## config.mk

```make
export PLATFORM = sky130hd
export DESIGN_NAME = mac_rgmii_core
export DESIGN_NICKNAME = d
export VERILOG_FILES = /design/src/rtl/mac_rgmii_core.sv
export SDC_FILE = /design/constraint.sdc
export NUM_CORES = 1
export LEC_CHECK = 0
export ABC_CLOCK_PERIOD_IN_PS = 2500
export CAP_MARGIN = 20
export CORE_MARGIN = 2
export CORE_UTILIZATION = 30
export CTS_CLUSTER_DIAMETER = 150
export CTS_CLUSTER_SIZE = 30
export DETAILED_ROUTE_END_ITERATION = 16
export GPL_ROUTABILITY_DRIVEN = 0
export SLEW_MARGIN = 20
export SYNTH_ARGS = -nofsm -noshare
export SYNTH_HDL_FRONTEND = slang
export SYNTH_SLANG_ARGS = --single-unit
```

## constraint.sdc

```tcl
create_clock -name phy_rxc -period 2.5 [get_ports phy_rxc]
set_input_delay 0.25 -clock phy_rxc [delete_from_list [all_inputs] [get_ports phy_rxc]]
set_output_delay 0.25 -clock phy_rxc [all_outputs]
set_load 0.05 [all_outputs]
```

## src/rtl/mac_rgmii_core.sv

```systemverilog
// RGMII MAC core: DDR receive capture, preamble/SFD framing with CRC-32 check
// and in-band status, plus a pass-through DDR transmit path.
module mac_rgmii_core (
    input  logic       phy_rxc,
    input  logic       rst_n,
    input  logic [3:0] phy_rxd,
    input  logic       phy_rx_ctl,
    output logic [7:0] mac_rx_data_o,
    output logic       mac_rx_valid_o,
    output logic       mac_rx_sof_o,
    output logic       mac_rx_eof_o,
    output logic       mac_rx_clk_o,
    output logic [7:0] eth_status_o,
    input  logic [7:0] mac_tx_data,
    input  logic       mac_tx_valid,
    input  logic       mac_tx_sof,
    input  logic       mac_tx_eof,
    input  logic       mac_tx_clk,
    input  logic       mac_tx_clk_90,
    output logic [3:0] phy_txd,
    output logic       phy_tx_ctl,
    output logic       phy_txc
);

    localparam int unsigned NIB_W  = 4;
    localparam int unsigned BYTE_W = 8;
    localparam int unsigned CRC_W  = 32;

    localparam logic [CRC_W-1:0]  CRC_POLY    = 32'hEDB8_8320;
    localparam logic [CRC_W-1:0]  CRC_INIT    = 32'hFFFF_FFFF;
    localparam logic [CRC_W-1:0]  CRC_RESIDUE = 32'hDEBB_20E3;
    localparam logic [BYTE_W-1:0] PRE_BYTE    = 8'h55;
    localparam logic [BYTE_W-1:0] SFD_BYTE    = 8'hD5;

    typedef enum logic [1:0] {
        ST_IDLE,
        ST_PREAMBLE,
        ST_DATA,
        ST_DROP
    } state_t;

    state_t state, state_nxt;

    logic [NIB_W-1:0]  rx_lo, rx_hi;
    logic              rx_dv, rx_dvx;
    logic [BYTE_W-1:0] byte_data;
    logic              byte_dv, byte_er;

    logic              armed;
    logic              pend_vld, pend_sof;
    logic [BYTE_W-1:0] pend_data;
    logic [CRC_W-1:0]  crc;
    logic              frame_er;
    logic              sfd_hit, data_hit, eof_hit;

    logic [BYTE_W-1:0] tx_data_r;
    logic              tx_vld_r;
    logic              unused_tx;

    function automatic logic [CRC_W-1:0] crc_next(input logic [CRC_W-1:0] c,
                                                  input logic [BYTE_W-1:0] d);
        logic [CRC_W-1:0] r;
        logic             fb;
        r = c;
        for (int i = 0; i < int'(BYTE_W); i++) begin
            fb = r[0] ^ d[i];
            r  = r >> 1;
            if (fb) r = r ^ CRC_POLY;
        end
        return r;
    endfunction

    // Rising half: low nibble and RX_DV. Reset reads as "busy" so a release
    // in the middle of a frame cannot arm the receiver early.
    always_ff @(posedge phy_rxc) begin
        if (!rst_n) begin
            rx_lo <= '0;
            rx_dv <= 1'b1;
        end else begin
            rx_lo <= phy_rxd;
            rx_dv <= phy_rx_ctl;
        end
    end

    // Falling half: high nibble and RX_DV^RX_ER
    always_ff @(negedge phy_rxc) begin
        rx_hi  <= phy_rxd;
        rx_dvx <= phy_rx_ctl;
    end

    assign byte_data = {rx_hi, rx_lo};
    assign byte_dv   = rx_dv;
    assign byte_er   = rx_dv ^ rx_dvx;
    assign eof_hit   = pend_vld && !byte_dv;

    always_ff @(posedge phy_rxc) begin
        if (!rst_n) state <= ST_IDLE;
        else        state <= state_nxt;
    end

    always_comb begin
        state_nxt = state;
        sfd_hit   = 1'b0;
        data_hit  = 1'b0;
        case (state)
            ST_IDLE: begin
                if (byte_dv && armed) state_nxt = ST_PREAMBLE;
            end
            ST_PREAMBLE: begin
                if (!byte_dv) begin
                    state_nxt = ST_IDLE;
                end else if (byte_data == SFD_BYTE) begin
                    state_nxt = ST_DATA;
                    sfd_hit   = 1'b1;
                end else if (byte_data != PRE_BYTE) begin
                    state_nxt = ST_DROP;
                end
            end
            ST_DATA: begin
                if (!byte_dv) state_nxt = ST_IDLE;
                else          data_hit  = 1'b1;
            end
            ST_DROP: begin
                if (!byte_dv) state_nxt = ST_IDLE;
            end
            default: state_nxt = ST_IDLE;
        endcase
    end

    // One-byte holding stage: eof is only known once the next byte shows RX_DV low
    always_ff @(posedge phy_rxc) begin
        if (!rst_n) begin
            armed          <= 1'b0;
            pend_vld       <= 1'b0;
            pend_sof       <= 1'b0;
            pend_data      <= '0;
            crc            <= CRC_INIT;
            frame_er       <= 1'b0;
            mac_rx_data_o  <= '0;
            mac_rx_valid_o <= 1'b0;
            mac_rx_sof_o   <= 1'b0;
            mac_rx_eof_o   <= 1'b0;
            eth_status_o   <= '0;
        end else begin
            if (!byte_dv) armed <= 1'b1;

            pend_vld <= data_hit;
            if (data_hit) begin
                pend_data <= byte_data;
                pend_sof  <= !pend_vld;
            end

            mac_rx_valid_o <= pend_vld;
            mac_rx_data_o  <= pend_vld ? pend_data : '0;
            mac_rx_sof_o   <= pend_vld && pend_sof;
            mac_rx_eof_o   <= eof_hit;

            if (sfd_hit)       crc <= CRC_INIT;
            else if (data_hit) crc <= crc_next(crc, byte_data);

            if (sfd_hit)                  frame_er <= 1'b0;
            else if (data_hit && byte_er) frame_er <= 1'b1;

            if (!byte_dv && !byte_er && (rx_hi == rx_lo)) eth_status_o[3:0] <= rx_lo;

            if (eof_hit) begin
                eth_status_o[4] <= (crc == CRC_RESIDUE) && !frame_er;
                eth_status_o[5] <= !((crc == CRC_RESIDUE) && !frame_er);
            end

            if (data_hit && byte_er) eth_status_o[6] <= 1'b1;

            if (sfd_hit)                              eth_status_o[7] <= 1'b1;
            else if ((state == ST_DATA) && !byte_dv)  eth_status_o[7] <= 1'b0;
        end
    end

    // Transmit: one register stage, nibbles muxed on the receive clock phase
    always_ff @(posedge phy_rxc) begin
        if (!rst_n) begin
            tx_data_r <= '0;
            tx_vld_r  <= 1'b0;
        end else begin
            tx_data_r <= mac_tx_data;
            tx_vld_r  <= mac_tx_valid;
        end
    end

    assign phy_txd      = phy_rxc ? tx_data_r[3:0] : tx_data_r[7:4];
    assign phy_tx_ctl   = tx_vld_r;
    assign phy_txc      = phy_rxc;
    assign mac_rx_clk_o = phy_rxc;

    assign unused_tx = ^{mac_tx_sof, mac_tx_eof, mac_tx_clk, mac_tx_clk_90};

endmodule

```

# [Word level (Yosys, flattened, before mapping)]
# Index checks and enable logic that the tools add are counted.
[totals] reg_bits=84 input_bits=20 elab_cells=111
[op_classes] eq_ne=10 mux=43 n_bitwise=18 reduce_logical=19
[ops] operator="$mux 32" count=29
[ops] operator="$not 13->14" count=8
[ops] operator="$eq 32x32->1 const B" count=1
[ops] operator="$mux 2" count=5
[ops] operator="$xor 1x1->1" count=9
[ops] operator="$eq 8x8->1 const B" count=1
[ops] operator="$logic_and 1x1->1" count=8
[ops] operator="$ne 8x7->1 const B" count=1
[ops] operator="$mux 1" count=7
[ops] operator="$pmux 2 s3" count=1
[ops] operator="$logic_not 1->1" count=5
[ops] operator="$eq 2x2->1 const B" count=2
[ops] operator="$eq 4x4->1" count=1
[ops] operator="$mux 4" count=1
[ops] operator="$ne 2x2->1 const B" count=2
[ops] operator="$ne 4x4->1 const B" count=1
[ops] operator="$reduce_or 2->1" count=2
[ops] operator="$reduce_and 3->1" count=1
[ops] operator="$eq 2x1->1 const B" count=1
[ops] operator="$logic_not 2->1" count=1
[ops] operator="$reduce_and 2->1" count=1
[ops] operator="$reduce_bool 2->1" count=1
[ops] operator="$not 1->1" count=1

# [Longest topological paths before layout]
# Gate-level depths: netlist of the first run.
[logic_depth] word_depth=38 depth_mapped=6 ltp_nobuf=6

==> results.rst, run 1 <==
.. list-table::
   :header-rows: 1

   * - Metric
     - Value
   * - Synth warnings
     - 0
   * - Residual DRC
     - 0
   * - Seq pwr share
     - 33.2%
   * - Clock slew seen by the registers of the worst setup and hold paths
     - 0.07 ns
   * - Number of enable-type register cells in the synthesized netlist
     - 0
   * - Antenna cell count
     - 0
   * - Seq cells post-synth
     - 84
   * - Effective utilization at floorplan
     - 30.4%
   * - Endpoint type of the worst setup path
     - flop
   * - Status
     - complete, but fails checks
   * - Minimum setup slack in the final design
     - -0.469 ns
   * - Combinational power share
     - roughly a fifth
   * - Mux cell area share after synthesis
     - 2.36%
   * - Std cell rows
     - 40
   * - Top-level I/O count
     - 46
   * - Post-synthesis cell area
     - 3600 um^2
   * - Max Cap Viol
     - 0
   * - Crit-path max FO
     - 5
   * - Horizontal die dimension
     - 114 um
   * - Setup WS pre-CTS
     - -0.407 ns
   * - Maximum number of pins on one net before global-route repair
     - 45
   * - Final setup vio count
     - 40
   * - Arrival time of the worst setup path
     - 3.34 ns
   * - Post-layout total power
     - 0.00433 W
   * - Distinct cell type count of the synthesized netlist
     - 39
   * - Number of antenna violations at the first check in global routing
     - 0
   * - Fraction of the yosys area taken by sequential cells
     - 46.7%
   * - Remaining number of nets flagged by the antenna check after routing
     - 0
   * - First-pass GRT wire length
     - about 14000 um
   * - Via count of the first global-routing pass
     - about 2900
   * - Layout fillers
     - 1068
   * - Most used flip-flop cell after synthesis
     - dfxtp_1
   * - Post-synth net total
     - 380
   * - Data required time of the critical path
     - between 2 and 3 ns
   * - Post-route cell area
     - 5220 um^2
   * - Internal Dissipation
     - ~0.0030 W
   * - Via count
     - 2823
   * - Slew Limit Headroom
     - 39.2%
   * - Die Ht
     - about 110 um
   * - Worst hold-check path type
     - input port to flop
   * - RSZ-0062 raised after global routing
     - yes
   * - Vias per cell
     - 4.70
   * - Remaining global-route overflow
     - 0
   * - Clock latency on the worst-skew pair
     - 0.52 ns
   * - Kind of start point of the critical path
     - flop
   * - Area used by sequential logic in the layout
     - between 1500 and 2000 um^2
   * - DP Area
     - 4470 um^2
   * - Worst vdd rail ir drop
     - roughly 1.1 mV
   * - Total wire length
     - 8810 um
   * - Ratio of cells with drive above 1 in the final layout
     - 25.3%
   * - Clock skew
     - a little under 0.08 ns
   * - CTS tree
     - yes
   * - Post-synthesis simple-gate area fraction
     - around 16%
   * - Post-synthesis async set-or-reset flop share
     - 0%
   * - Port Buffers
     - 41
   * - Main combinational cell family by area after synthesis
     - XOR/XNOR gates
   * - Xor/xnor cell area share of the yosys netlist
     - 22.0%
   * - Post-synthesis instance total
     - 359
   * - Number of nets in the layout
     - 469
   * - Initial DRC Count
     - between 80 and 90
   * - Final max-slew violation count
     - 0
   * - Detailed-route wire length per cell
     - 14.7 um
   * - Worst Max-Slew Pin Slew
     - 0.906 ns
   * - Complex-gate fraction of the synthesized area
     - roughly a tenth
   * - Mean cell area of the mapped netlist
     - approximately 10 um^2
   * - Part of the total power dissipated in the clock network
     - 47.7%
   * - Die outline area
     - about 13000 um^2
   * - Switching Fraction
     - 31.6%
   * - Relative area change from synthesis to final layout
     - 45.0%
   * - Hold Slack
     - 0.369 ns
   * - Static Leakage
     - roughly 2.2 nW
   * - Post-synthesis share of cell area spent on full adders, half adders and majority gates
     - 0.347%
   * - Core area
     - between 10000 and 15000 um^2
   * - Post-DP HPWL
     - ~5800 um
   * - Setup Total Neg Slack
     - -14.06 ns
   * - PD cells
     - 829 nW/um^2
   * - Global Route Usage Sum
     - 14.4%
   * - Hold Violations, Final
     - 0
   * - Failing checks
     - setup timing
   * - Count of TritonRoute iterations in the first routing pass
     - 4
   * - Footprint of the multi-input gates
     - 2100 um^2
   * - CP Class
     - flop to flop
   * - Psw
     - 0.00137 W
-- stage by stage --
stage               util [%]  instances
global placement        37.7        563
detailed placement      37.7        563
CTS                     43.4        597
global route            44.0        601
floorplan                  -        359
finish                  44.0        601
-- synthesized netlist by cell type, types with 2 or more instances --
cell type  count  area [um^2]
nand4_1        2         12.5
clkbuf_1      16         60.1
xnor2_2        3         48.8
nor2_1        13         48.8
nor2b_1        3         18.8
nor4_1         3         18.8
nand2_1       53          199
nand4b_1       2         17.5
inv_1          6         22.5
o21ai_0        3         15.0
mux2i_1        4         40.0
nor3_1         2         10.0
nand3_1        5         25.0
a211oi_1       2         15.0
xnor3_1        3         67.6
nor4b_1        2         17.5
buf_4          2         15.0
o211ai_1      29          218
xor2_4         3         82.6
a21oi_1       16         80.1
dfxtp_1       84         1680
and2_1        16          100
xnor2_1       38          333
xor2_1        22          193
mux2_2         4         45.0
and3_1        10         62.6
-- power by group through the flow --
stage	Clock (W)	Sequential, W	Combinational (W)
after floorplan	0.000341	0.00146	0.000470
after detailed placement	0.000402	0.00147	0.000683
final	0.00207	0.00144	0.000824
after global routing	0.00218	0.00144	0.000884
after global placement	0.000402	0.00146	0.000682
after CTS	0.00211	0.00144	0.000794
-- critical path: stages (launching register included) --
cell	delay, ns
dfxtp_4	0.35
xnor2_4	0.19
xnor3_2	0.46
xor2_2	0.20
and3_1	0.22
a211oi_2	0.14
-- sequential cells by signal, indices dropped and copies added (netlist names) --
register        count
crc                32
eth_status_o        8
mac_rx_data_o       8
pend_data           8
tx_data_r           8
rx_hi               4
rx_lo               4
state               2
armed               1
byte_dv             1
frame_er            1
mac_rx_eof_o        1
mac_rx_sof_o        1
mac_rx_valid_o      1
pend_sof            1
pend_vld            1
phy_tx_ctl          1
rx_dvx              1
-- cells in the final DEF, fill, tap and decap left out, types with 11 or more instances in the layout --
cell / n
dfxtp_1: 81
nand2_1: 52
clkdlybuf4s50_1: 37
buf_4: 35
o211ai_1: 29
xnor2_1: 26
xor2_1: 19
and2_1: 16
a21oi_1: 15
clkbuf_16: 13
nor2_1: 12
buf_6: 11
-- timing repair --
item	4_1_cts	5_1_grt
hold buffers	0	0
pin swaps	16	2
resized for setup	42	13
endpoints found under the setup margin	44	43
setup buffers	7	4
gates cloned	3	0
-- logic make-up after synthesis --
family	Yosys count
AO/OA/AOI/OAI	52
XOR/XNOR	72
adder cells (fa/ha/maj)	1
buffers and inverters	25
flip-flops	84
multiplexers	8
AND/OR/NAND/NOR	117
-- layer usage --
layer	share of wire [%]	GRT usage, %
met3	5.2	5.21
met1	44	17.6
met4	2.1	6.26
met5	0	0
met2	49	23.1
-- worst paths after layout --
kind	startpoint	to	slack [ns]	cells past startpoint
setup / recovery	rx_hi[2]$_DFF_N_	crc[25]$_SDFFE_PP1P_	-0.47	5
hold / removal	mac_tx_data[6]	tx_data_r[6]$_SDFF_PN0_	0.37	2
setup reg to reg	rx_hi[2]$_DFF_N_	crc[25]$_SDFFE_PP1P_	-0.47	5
hold reg to reg	pend_data[3]$_SDFFE_PN0P_	pend_data[3]$_SDFFE_PN0P_	0.45	2
-- final cells by class --
| type | instances | share of cell area (%) |
|---|---|---|
| clock inverters | 11 | 1.44 |
| multi-input cells | 251 | 40.3 |
| repair buffers | 82 | 14.5 |
| well taps | 147 | 3.52 |
| clock buffers | 21 | 7.45 |
| inverters | 5 | 0.359 |
| flip-flops and latches | 84 | 32.4 |
Note: power is estimated with default switching activity, not from simulation.
==> run 2: changes to the inputs <==
- ABC_CLOCK_PERIOD_IN_PS: 2500 -> unset
==> results of run 2 <==
Final layout, timing and power as in run 1 (identical DEF).
